--- src/rtl/sdram_loader_pkg.sv ---
// Shared types and constants for the HPS ROM-download to SDRAM loader.
package sdram_loader_pkg;

  typedef enum logic [2:0] {
    IDLE,
    LOAD,
    FLUSH,
    DRAIN,
    DONE
  } loader_state_t;

  localparam logic [1:0] DS_FULL = 2'b11;
  localparam logic [1:0] DS_LO   = 2'b01;
  localparam logic [1:0] DS_HI   = 2'b10;

  // One buffered SDRAM word write; region 1 selects port2.
  typedef struct packed {
    logic        region;
    logic [22:0] a;
    logic [15:0] d;
    logic [1:0]  ds;
  } fifo_entry_t;

endpackage

--- src/rtl/loader_fifo.sv ---
// Word FIFO accepting up to two pushes and one pop per cycle.
// push0 is written ahead of push1 when both are asserted.
module loader_fifo
  import sdram_loader_pkg::*;
#(
  parameter int unsigned DEPTH = 4
) (
  input  logic                     clk,
  input  logic                     reset_n,
  input  logic                     push0,
  input  fifo_entry_t              din0,
  input  logic                     push1,
  input  fifo_entry_t              din1,
  input  logic                     pop,
  output fifo_entry_t              head,
  output logic [$clog2(DEPTH):0]   count
);

  localparam int AW = $clog2(DEPTH);
  localparam int CW = AW + 1;

  fifo_entry_t       mem_q [DEPTH];
  fifo_entry_t       mem_d [DEPTH];
  logic [AW-1:0]     wp_q, wp_d, rp_q, rp_d;
  logic [CW-1:0]     cnt_q, cnt_d;

  // Next pointers, occupancy and storage contents for this cycle's pushes/pop.
  always_comb begin
    mem_d = mem_q;
    wp_d  = wp_q;
    if (push0) begin
      mem_d[wp_d] = din0;
      wp_d        = wp_d + AW'(1);
    end
    if (push1) begin
      mem_d[wp_d] = din1;
      wp_d        = wp_d + AW'(1);
    end
    rp_d  = pop ? rp_q + AW'(1) : rp_q;
    cnt_d = cnt_q + CW'(push0) + CW'(push1) - CW'(pop);
  end

  // Pointer and count registers; reset empties the FIFO.
  always_ff @(posedge clk) begin
    if (!reset_n) begin
      wp_q  <= '0;
      rp_q  <= '0;
      cnt_q <= '0;
    end else begin
      wp_q  <= wp_d;
      rp_q  <= rp_d;
      cnt_q <= cnt_d;
    end
  end

  // Storage needs no reset: entries are only read while counted valid.
  always_ff @(posedge clk) begin
    mem_q <= mem_d;
  end

  assign head  = mem_q[rp_q];
  assign count = cnt_q;

endmodule

--- src/rtl/sdram_rom_loader.sv ---
// Packs the HPS ioctl byte stream into 16-bit words, buffers them and
// issues toggle-handshake SDRAM writes on port1 (low region) or port2.
module sdram_rom_loader
  import sdram_loader_pkg::*;
#(
  parameter int unsigned FIFO_DEPTH    = 4,
  parameter logic [24:0] P2_BASE       = 25'h080000,
  parameter logic [23:0] P1_SDRAM_BASE = 24'h000000,
  parameter logic [23:0] P2_SDRAM_BASE = 24'h000000
) (
  input  logic        clk,
  input  logic        reset_n,
  input  logic        ioctl_download,
  input  logic        ioctl_wr,
  input  logic [24:0] ioctl_addr,
  input  logic [7:0]  ioctl_dout,
  output logic        ioctl_wait,
  output logic        port1_req,
  input  logic        port1_ack,
  output logic        port1_we,
  output logic [22:0] port1_a,
  output logic [1:0]  port1_ds,
  output logic [15:0] port1_d,
  output logic        port2_req,
  input  logic        port2_ack,
  output logic        port2_we,
  output logic [22:0] port2_a,
  output logic [1:0]  port2_ds,
  output logic [15:0] port2_d,
  output logic        busy,
  output logic        done
);

  localparam int CW = $clog2(FIFO_DEPTH) + 1;

  // Region is decided from the word's even byte address.
  function automatic fifo_entry_t mk_entry(input logic [22:0] w, input logic [15:0] d,
                                           input logic [1:0] ds);
    fifo_entry_t e;
    e.region = ({1'b0, w, 1'b0} >= P2_BASE);
    e.a      = w;
    e.d      = d;
    e.ds     = ds;
    return e;
  endfunction

  loader_state_t state_q, state_d;
  logic          pend_vld_q, pend_vld_d;
  logic [22:0]   pend_w_q, pend_w_d;
  logic [7:0]    pend_b_q, pend_b_d;
  logic          busy_q, busy_d, done_q, done_d;
  logic          port1_req_q, port1_req_d, port1_we_q, port1_we_d;
  logic [22:0]   port1_a_q, port1_a_d;
  logic [1:0]    port1_ds_q, port1_ds_d;
  logic [15:0]   port1_d_q, port1_d_d;
  logic          port2_req_q, port2_req_d, port2_we_q, port2_we_d;
  logic [22:0]   port2_a_q, port2_a_d;
  logic [1:0]    port2_ds_q, port2_ds_d;
  logic [15:0]   port2_d_q, port2_d_d;

  logic          push0, push1, pop;
  fifo_entry_t   din0, din1, head, pend_ent, hi_ent;
  logic [CW-1:0] fifo_cnt;
  logic          take, fifo_full, p1_idle, p2_idle;
  logic [22:0]   w;

  assign w          = ioctl_addr[23:1];
  assign take       = ioctl_wr & ioctl_download & ~ioctl_wait & ~ioctl_addr[24];
  assign fifo_full  = (fifo_cnt == CW'(FIFO_DEPTH));
  assign ioctl_wait = (fifo_cnt > CW'(FIFO_DEPTH - 2));
  assign p1_idle    = (port1_ack == port1_req_q);
  assign p2_idle    = (port2_ack == port2_req_q);
  assign pend_ent   = mk_entry(pend_w_q, {8'h00, pend_b_q}, DS_LO);
  assign hi_ent     = mk_entry(w, {ioctl_dout, 8'h00}, DS_HI);

  loader_fifo #(.DEPTH(FIFO_DEPTH)) u_fifo (
    .clk    (clk),
    .reset_n(reset_n),
    .push0  (push0),
    .din0   (din0),
    .push1  (push1),
    .din1   (din1),
    .pop    (pop),
    .head   (head),
    .count  (fifo_cnt)
  );

  // Byte packing: merge even/odd pairs, push orphan halves with partial strobes.
  always_comb begin
    push0      = 1'b0;
    push1      = 1'b0;
    din0       = pend_ent;
    din1       = hi_ent;
    pend_vld_d = pend_vld_q;
    pend_w_d   = pend_w_q;
    pend_b_d   = pend_b_q;
    if (take) begin
      if (!ioctl_addr[0]) begin
        push0      = pend_vld_q && (pend_w_q != w);
        pend_vld_d = 1'b1;
        pend_w_d   = w;
        pend_b_d   = ioctl_dout;
      end else if (pend_vld_q && (pend_w_q == w)) begin
        push0      = 1'b1;
        din0       = mk_entry(w, {ioctl_dout, pend_b_q}, DS_FULL);
        pend_vld_d = 1'b0;
      end else begin
        push0      = 1'b1;
        push1      = pend_vld_q;
        din0       = pend_vld_q ? pend_ent : hi_ent;
        pend_vld_d = 1'b0;
      end
    end else if (state_q == FLUSH && pend_vld_q && !fifo_full) begin
      push0      = 1'b1;
      pend_vld_d = 1'b0;
    end
  end

  // Download sequencing and the registered busy/done flags.
  always_comb begin
    state_d = state_q;
    case (state_q)
      IDLE:    if (take) state_d = LOAD;
      LOAD:    if (!ioctl_download) state_d = FLUSH;
      FLUSH:   if (take) state_d = LOAD;
               else if (!pend_vld_q || !fifo_full) state_d = DRAIN;
      DRAIN:   if (take) state_d = LOAD;
               else if (fifo_cnt == '0 && p1_idle && p2_idle) state_d = DONE;
      DONE:    state_d = take ? LOAD : IDLE;
      default: state_d = IDLE;
    endcase
    busy_d = (state_d != IDLE);
    done_d = (state_d == DONE);
  end

  // In-order dispatch of the FIFO head to its port when that port is idle.
  always_comb begin
    pop         = 1'b0;
    port1_req_d = port1_req_q;
    port1_we_d  = port1_we_q;
    port1_a_d   = port1_a_q;
    port1_ds_d  = port1_ds_q;
    port1_d_d   = port1_d_q;
    port2_req_d = port2_req_q;
    port2_we_d  = port2_we_q;
    port2_a_d   = port2_a_q;
    port2_ds_d  = port2_ds_q;
    port2_d_d   = port2_d_q;
    if (fifo_cnt != '0) begin
      if (!head.region && p1_idle) begin
        pop         = 1'b1;
        port1_req_d = ~port1_req_q;
        port1_we_d  = 1'b1;
        port1_a_d   = head.a + P1_SDRAM_BASE[23:1];
        port1_ds_d  = head.ds;
        port1_d_d   = head.d;
      end else if (head.region && p2_idle) begin
        pop         = 1'b1;
        port2_req_d = ~port2_req_q;
        port2_we_d  = 1'b1;
        port2_a_d   = head.a - P2_BASE[23:1] - 23'(P2_BASE[0]) + P2_SDRAM_BASE[23:1];
        port2_ds_d  = head.ds;
        port2_d_d   = head.d;
      end
    end
  end

  // State, pending byte and all registered outputs.
  always_ff @(posedge clk) begin
    if (!reset_n) begin
      state_q     <= IDLE;
      pend_vld_q  <= 1'b0;
      pend_w_q    <= '0;
      pend_b_q    <= '0;
      busy_q      <= 1'b0;
      done_q      <= 1'b0;
      port1_req_q <= 1'b0;
      port1_we_q  <= 1'b0;
      port1_a_q   <= '0;
      port1_ds_q  <= '0;
      port1_d_q   <= '0;
      port2_req_q <= 1'b0;
      port2_we_q  <= 1'b0;
      port2_a_q   <= '0;
      port2_ds_q  <= '0;
      port2_d_q   <= '0;
    end else begin
      state_q     <= state_d;
      pend_vld_q  <= pend_vld_d;
      pend_w_q    <= pend_w_d;
      pend_b_q    <= pend_b_d;
      busy_q      <= busy_d;
      done_q      <= done_d;
      port1_req_q <= port1_req_d;
      port1_we_q  <= port1_we_d;
      port1_a_q   <= port1_a_d;
      port1_ds_q  <= port1_ds_d;
      port1_d_q   <= port1_d_d;
      port2_req_q <= port2_req_d;
      port2_we_q  <= port2_we_d;
      port2_a_q   <= port2_a_d;
      port2_ds_q  <= port2_ds_d;
      port2_d_q   <= port2_d_d;
    end
  end

  assign port1_req = port1_req_q;
  assign port1_we  = port1_we_q;
  assign port1_a   = port1_a_q;
  assign port1_ds  = port1_ds_q;
  assign port1_d   = port1_d_q;
  assign port2_req = port2_req_q;
  assign port2_we  = port2_we_q;
  assign port2_a   = port2_a_q;
  assign port2_ds  = port2_ds_q;
  assign port2_d   = port2_d_q;
  assign busy      = busy_q;
  assign done      = done_q;

endmodule

--- config.mk ---
export PLATFORM = sky130hd
export DESIGN_NAME = sdram_rom_loader
export DESIGN_NICKNAME = d
export VERILOG_FILES = /design/src/rtl/sdram_loader_pkg.sv /design/src/rtl/loader_fifo.sv /design/src/rtl/sdram_rom_loader.sv
export SDC_FILE = /design/constraint.sdc
export NUM_CORES = 1
export LEC_CHECK = 0
export CAP_MARGIN = 0
export CORE_MARGIN = 8
export CORE_UTILIZATION = 60
export CTS_BUF_LIST = sky130_fd_sc_hd__clkbuf_2 sky130_fd_sc_hd__clkbuf_4 sky130_fd_sc_hd__clkbuf_8
export CTS_CLUSTER_SIZE = 14
export DETAILED_ROUTE_END_ITERATION = 10
export HOLD_SLACK_MARGIN = 0.08
export PLACE_DENSITY = 0.82
export REMOVE_ABC_BUFFERS = 1
export SYNTH_ARGS = -nofsm -noshare
export SYNTH_HDL_FRONTEND = slang
export SYNTH_HIERARCHICAL = 1
export SYNTH_SLANG_ARGS = --single-unit
--- constraint.sdc ---
create_clock -name clk -period 4.3 [get_ports clk]
set_input_delay 0.43 -clock clk [delete_from_list [all_inputs] [get_ports clk]]
set_output_delay 0.43 -clock clk [all_outputs]
set_load 0.01 [all_outputs]
# Word level (Yosys, flattened, before mapping)

Cells that the tools add are included.
Widths: inputs -> output; s select.

Logic and storage cells: 131
Register bits: 298

Reductions and logical operators: 22
$lt $le $gt $ge: 8
Add/sub/neg operators: 7
Equal/unequal tests: 10
Bitwise logic cells: 12
Multiplexer cells: 37

Operators by type and width:

| operator               | count |
|---|---|
| $bwmux 168             | 2 |
| $mux 168               | 2 |
| $mux 42                | 8 |
| $demux 42 s2           | 2 |
| $bmux 42 s2            | 1 |
| $ge 24x20->1 const B   | 2 |
| $eq 23x23->1           | 1 |
| $ne 23x23->1           | 1 |
| $sub 23x19->23 const B | 1 |
| $mux 3                 | 6 |
| $pmux 3 s5             | 1 |
| $mux 1                 | 13 |
| $logic_and 1x1->1      | 10 |
| $eq 3x3->1 const B     | 3 |
| $ge 3x3->1 const B     | 3 |
| $not 2->3              | 3 |
| $add 2x1->2 const B    | 3 |
| $add 3x1->3            | 2 |
| $eq 3x2->1 const B     | 2 |
| $logic_not 3->1        | 2 |
| $lt 3x1->1 const B     | 2 |
| $not 1->1              | 6 |
| $reduce_bool 3->1      | 2 |
| $mux 2                 | 2 |
| other kinds (10)       | 16 |

# Logic depth before layout (Yosys ltp)

Word-level depth: 13
Gate-level depth with buffers: 15
Depth with buffers taken out: 13

# Hierarchy

The synthesis kept the hierarchy.

By module, submodules not included:

| module           | cells each | times used | area each (um2) |
|---|---|---|---|
| loader_fifo      | 642        | 1          | 9086.2 |
| sdram_rom_loader | 640        | 1          | 5464.0 |

# Worst setup path after synthesis

OpenSTA, ideal clock, no wires.

Kind: flip-flop to flip-flop
From: reg u_fifo.rp_q[0]
To: reg u_fifo.cnt_q[2], in the netlist u_fifo/count[2]
Period minus slack after synthesis: 3432 ps
Cell stages (with the launch flop): 15
Buffers on the path: 4
Arrival: 3317 ps
Slack: 868 ps
Path through: dfxtp_1 -> buf_2 -> buf_2 -> mux4_2 -> or3_1 -> clkbuf_1 -> clkbuf_1 -> nand2_1 -> ha_1 -> inv_1 -> fa_1 -> fa_1 -> xor2_1 -> xnor2_1 -> and2_1

RTL lines:

| what                   | line              | text |
|---|---|---|
| start, declared        | loader_fifo.sv:24 | `logic [AW-1:0] wp_q, wp_d, rp_q, rp_d;` |
| start signal, assigned | loader_fifo.sv:51 | `rp_q <= rp_d;` |
| end signal, assigned   | loader_fifo.sv:52 | `cnt_q <= cnt_d;` |
| end, declared          | loader_fifo.sv:25 | `logic [CW-1:0] cnt_q, cnt_d;` |

==> flow_summary_export.csv <==
group,metric,value,unit
status,status,"finished clean",
route,wl_met1,14600,um
min_path,hold_path_class,"flip-flop to flip-flop",
floorplan,core_area,24000,um^2
timing,relSlewSlack,0.163,
global_routing,grt_max_degree,86,
clock_tree,clock_latency,0.56,ns
yosys,syn_area_per_cell,11.3,um^2
finish,syn2layout_area_growth,18.1,%
route,avgRoutedWirePerCell,19.0,um
global_routing,grt_pass1_wl,54300,um
power,ir_worst_vdd,0.372,mV
yosys,yosysTopAreaCell,"dfxtp_1",
setup_path,worstSetupPathType,"flip-flop to flip-flop",
route,drt_iter0_markers,568,
min_path,holdPathEnd,"pend_b_q[5]",
floorplan,rows,57,
route,viasPerCell,5.53,
route,drc,0,
timing,clock-skew-final,0.0185,ns
finish,nets,1490,
place,dp_slack,0.407,ns
finish,diodes,0,
yosys,synth_top_area_frac,0.410,
floorplan,initial_core_util,0.605,
finish,fillCellCount,1691,
yosys,synth_top_family_by_area,"multiplexers",
timing,whs,0.451,ns
clock_tree,postCtsHoldBufs,0,
finish,register_area,5970,um^2
finish,fin_area,17200,um^2
setup_path,reg2reg_depth,9,
setup_path,crit_fanout,27,
timing,post-route-min-period,3.43,ns
route,wl_met3,2070,um
route,top_layer,"met5",
yosys,synth_ff_type,"dfxtp_1",
finish,final_common_cell,"mux2_2",
setup_path,critPathRequiredTime,4.74,ns
route,routed_wl,34200,um
floorplan,dieArea,29500,um^2
timing,worst_slew_pin_slew,1.25,ns
clock_tree,ctsResizeCount,0,
setup_path,r2r-end,"u_fifo/mem_q[63]",
clock_tree,cts-root-buf,"clkbuf_8",
timing,timing.fmax,0.291,GHz
place,post-dp-hpwl,21200,um
yosys,synth_async_sr_flop_share,0,
yosys,synth-xor-area-share,0.0223,
timing,rsz0062_at_grt,"false",
power,leakagePower,7.06,nW
setup_path,critical_path_arrival,3.87,ns
setup_path,endpoint_kind,"flip-flop",
place,gp_congestion,0.815,
timing,hold_violations,0,
timing,maxSlewViolCount,0,
setup_path,crit_path_start_kind,"flip-flop",
timing,setup_violations,0,
clock_tree,numCtsBuffers,49,
route,vias,9968,
timing,worst_slack,0.867,ns
place,detailed_place.area,16100,um^2
route,dr.pass1.iters,4,
finish,multi_input_area,8100,um^2
yosys,ys_types,48,
yosys,synth_area_leaders,"dfxtp_1 41%, mux2_2 25%, mux4_2 6.5%",
route,antenna_left,0,
clock_tree,cts_tree,"done",
global_routing,first_global_vias,10400,
clock_tree,htree_levels,2,
yosys,synthCells,1282,
yosys,synth_compound_area_frac,0.0724,
setup_path,ff2ff_setup_slack,0.87,ns
yosys,synth_edf_count,0,
place,portBuffers,127,
finish,final_cell_mix,"329 x mux2_2, 296 x dfxtp_1, 237 x nand2_1",
setup_path,r2r_start,"u_fifo/count[1]",
yosys,ys_seq_elements,298,
min_path,hold_depth,2,
floorplan,fp.dieH,172,um
global_routing,grt.total_usage,0.232,
timing,finalCritPeriodShare,0.798,
floorplan,ioPinCount,128,
yosys,yosys.area_share.simple,0.0908,
clock_tree,cts_buffer_depth,3,
clock_tree,clock-sinks,298,
yosys,synth.area.mux_share,0.352,
yosys,syn-cell-area,14600,um^2
yosys,yosysSeqAreaShare,0.410,
route,wl_met2,16900,um
clock_tree,postCtsSetupBuffers,0,
clock_tree,clk_transition_reported_paths,0.06,ns
global_routing,grt_antenna_before_repair,1,
min_path,hold_path_startpoint,"pend_b_q[5]",
global_routing,globalRoute.totalOverflow,0,
power,p_per_area,408,nW/um^2
finish,drive_gt1_frac,0.370,
floorplan,die_w,172,um
job,maxCapViolCount,0,
yosys,ys_warn_count,6,
yosys,synth-adder-area-share,0.00791,
-- routing by layer --
metal | track usage | vias to the layer above
li1 | - | 4779
met3 | 0.0464 | 50
met5 | 0 | -
met1 | 0.278 | 4892
met2 | 0.414 | 245
met4 | 0.0631 | 2
-- synthesized netlist by cell type, types with 2 or more instances --
cell / n
mux2_4: 31
a21boi_1: 5
a32oi_4: 2
buf_12: 2
fa_1: 2
buf_2: 15
and3_1: 3
a21oi_1: 3
nor3_1: 8
o21a_1: 2
nand2_2: 4
a21boi_0: 103
xnor2_1: 17
buf_6: 26
conb_1: 2
buf_4: 10
o21ai_0: 3
o211a_1: 4
nor2b_1: 12
nand2_1: 237
a22oi_4: 2
and2_1: 10
xor2_1: 20
clkbuf_1: 31
nand2b_1: 3
dfxtp_1: 298
nand4_1: 3
ha_1: 6
nor4_1: 3
mux4_2: 42
mux2_2: 329
and2_2: 8
or3_1: 3
inv_1: 9
nor2_1: 11
-- flip-flops by register name, summed over array words and instances, names as in the netlist, 2 cells and up --
signal	cells
pend_b_q	8
pend_w_q	23
port1_a	23
port1_d	16
port1_ds	2
port2_a	23
port2_d	16
port2_ds	2
state_q	3
u_fifo/count	3
u_fifo/mem_q	168
u_fifo/rp_q	2
u_fifo/wp_q	2
-- cell families after synthesis --
logic type                 count (synthesis)
AOI/OAI and AO/OA                        131
xor gates and xnor gates                  37
adders and majority gates                  8
buffers and inverters                     94
DFF                                      298
muxes                                    402
other                                      2
and+or+nand+nor                          310
-- through the flow --
step	setup TNS (ns)	total power, mW	util	instances
floorplan	-28.95	3.92	-	1235
global placement	0	4.42	0.671	1716
detailed placement	0	4.47	0.671	1716
CTS	0	7.07	0.715	1803
global route	0	7.32	0.715	1803
finish	0	7.01	0.715	1803
-- how the worst max path moves through the flow --
stage / cells after the start / slack [ns] / startpoint / end
after CTS: 9 / 0.93 / u_fifo/count[1] / u_fifo/mem_q[63]
after global placement: 14 / 0.49 / ioctl_addr[14] / u_fifo/count[2]
final: 9 / 0.87 / u_fifo/count[1] / u_fifo/mem_q[63]
after detailed placement: 14 / 0.41 / ioctl_addr[16] / u_fifo/count[2]
after global routing: 9 / 0.63 / u_fifo/count[1] / u_fifo/mem_q[63]
after floorplan: 10 / -0.53 / u_fifo/rp_q[1] / u_fifo/count[2]
-- power breakdown --
| group | switching, mW | internal (mW) | leakage (nW) | total, mW |
|---|---|---|---|---|
| Clock | 1.10 | 1.51 | 0.565 | 2.61 |
| Sequential | 0.104 | 2.93 | 2.41 | 3.04 |
| Combinational | 0.748 | 0.614 | 4.09 | 1.36 |
-- layout make-up --
type                       instances  share of cell area
clock buffer                      84              0.0607
clock inverter                     3             0.00102
inverter                           9             0.00197
multi-input combinational        928               0.471
sequential                       298               0.347
tap                              324              0.0236
timing repair buffer             157              0.0942
-- worst max-delay path, stage by stage (launching register included) --
cell       delay (ns)
dfxtp_1          0.50
nor2_1           0.10
a2111oi_0        0.45
nor2_1           0.18
a21oi_1          0.60
buf_4            0.31
nor2b_1          0.12
a32oi_4          0.37
buf_12           0.29
mux2_2           0.37
No activity file was read; power rests on OpenSTA's default activity.
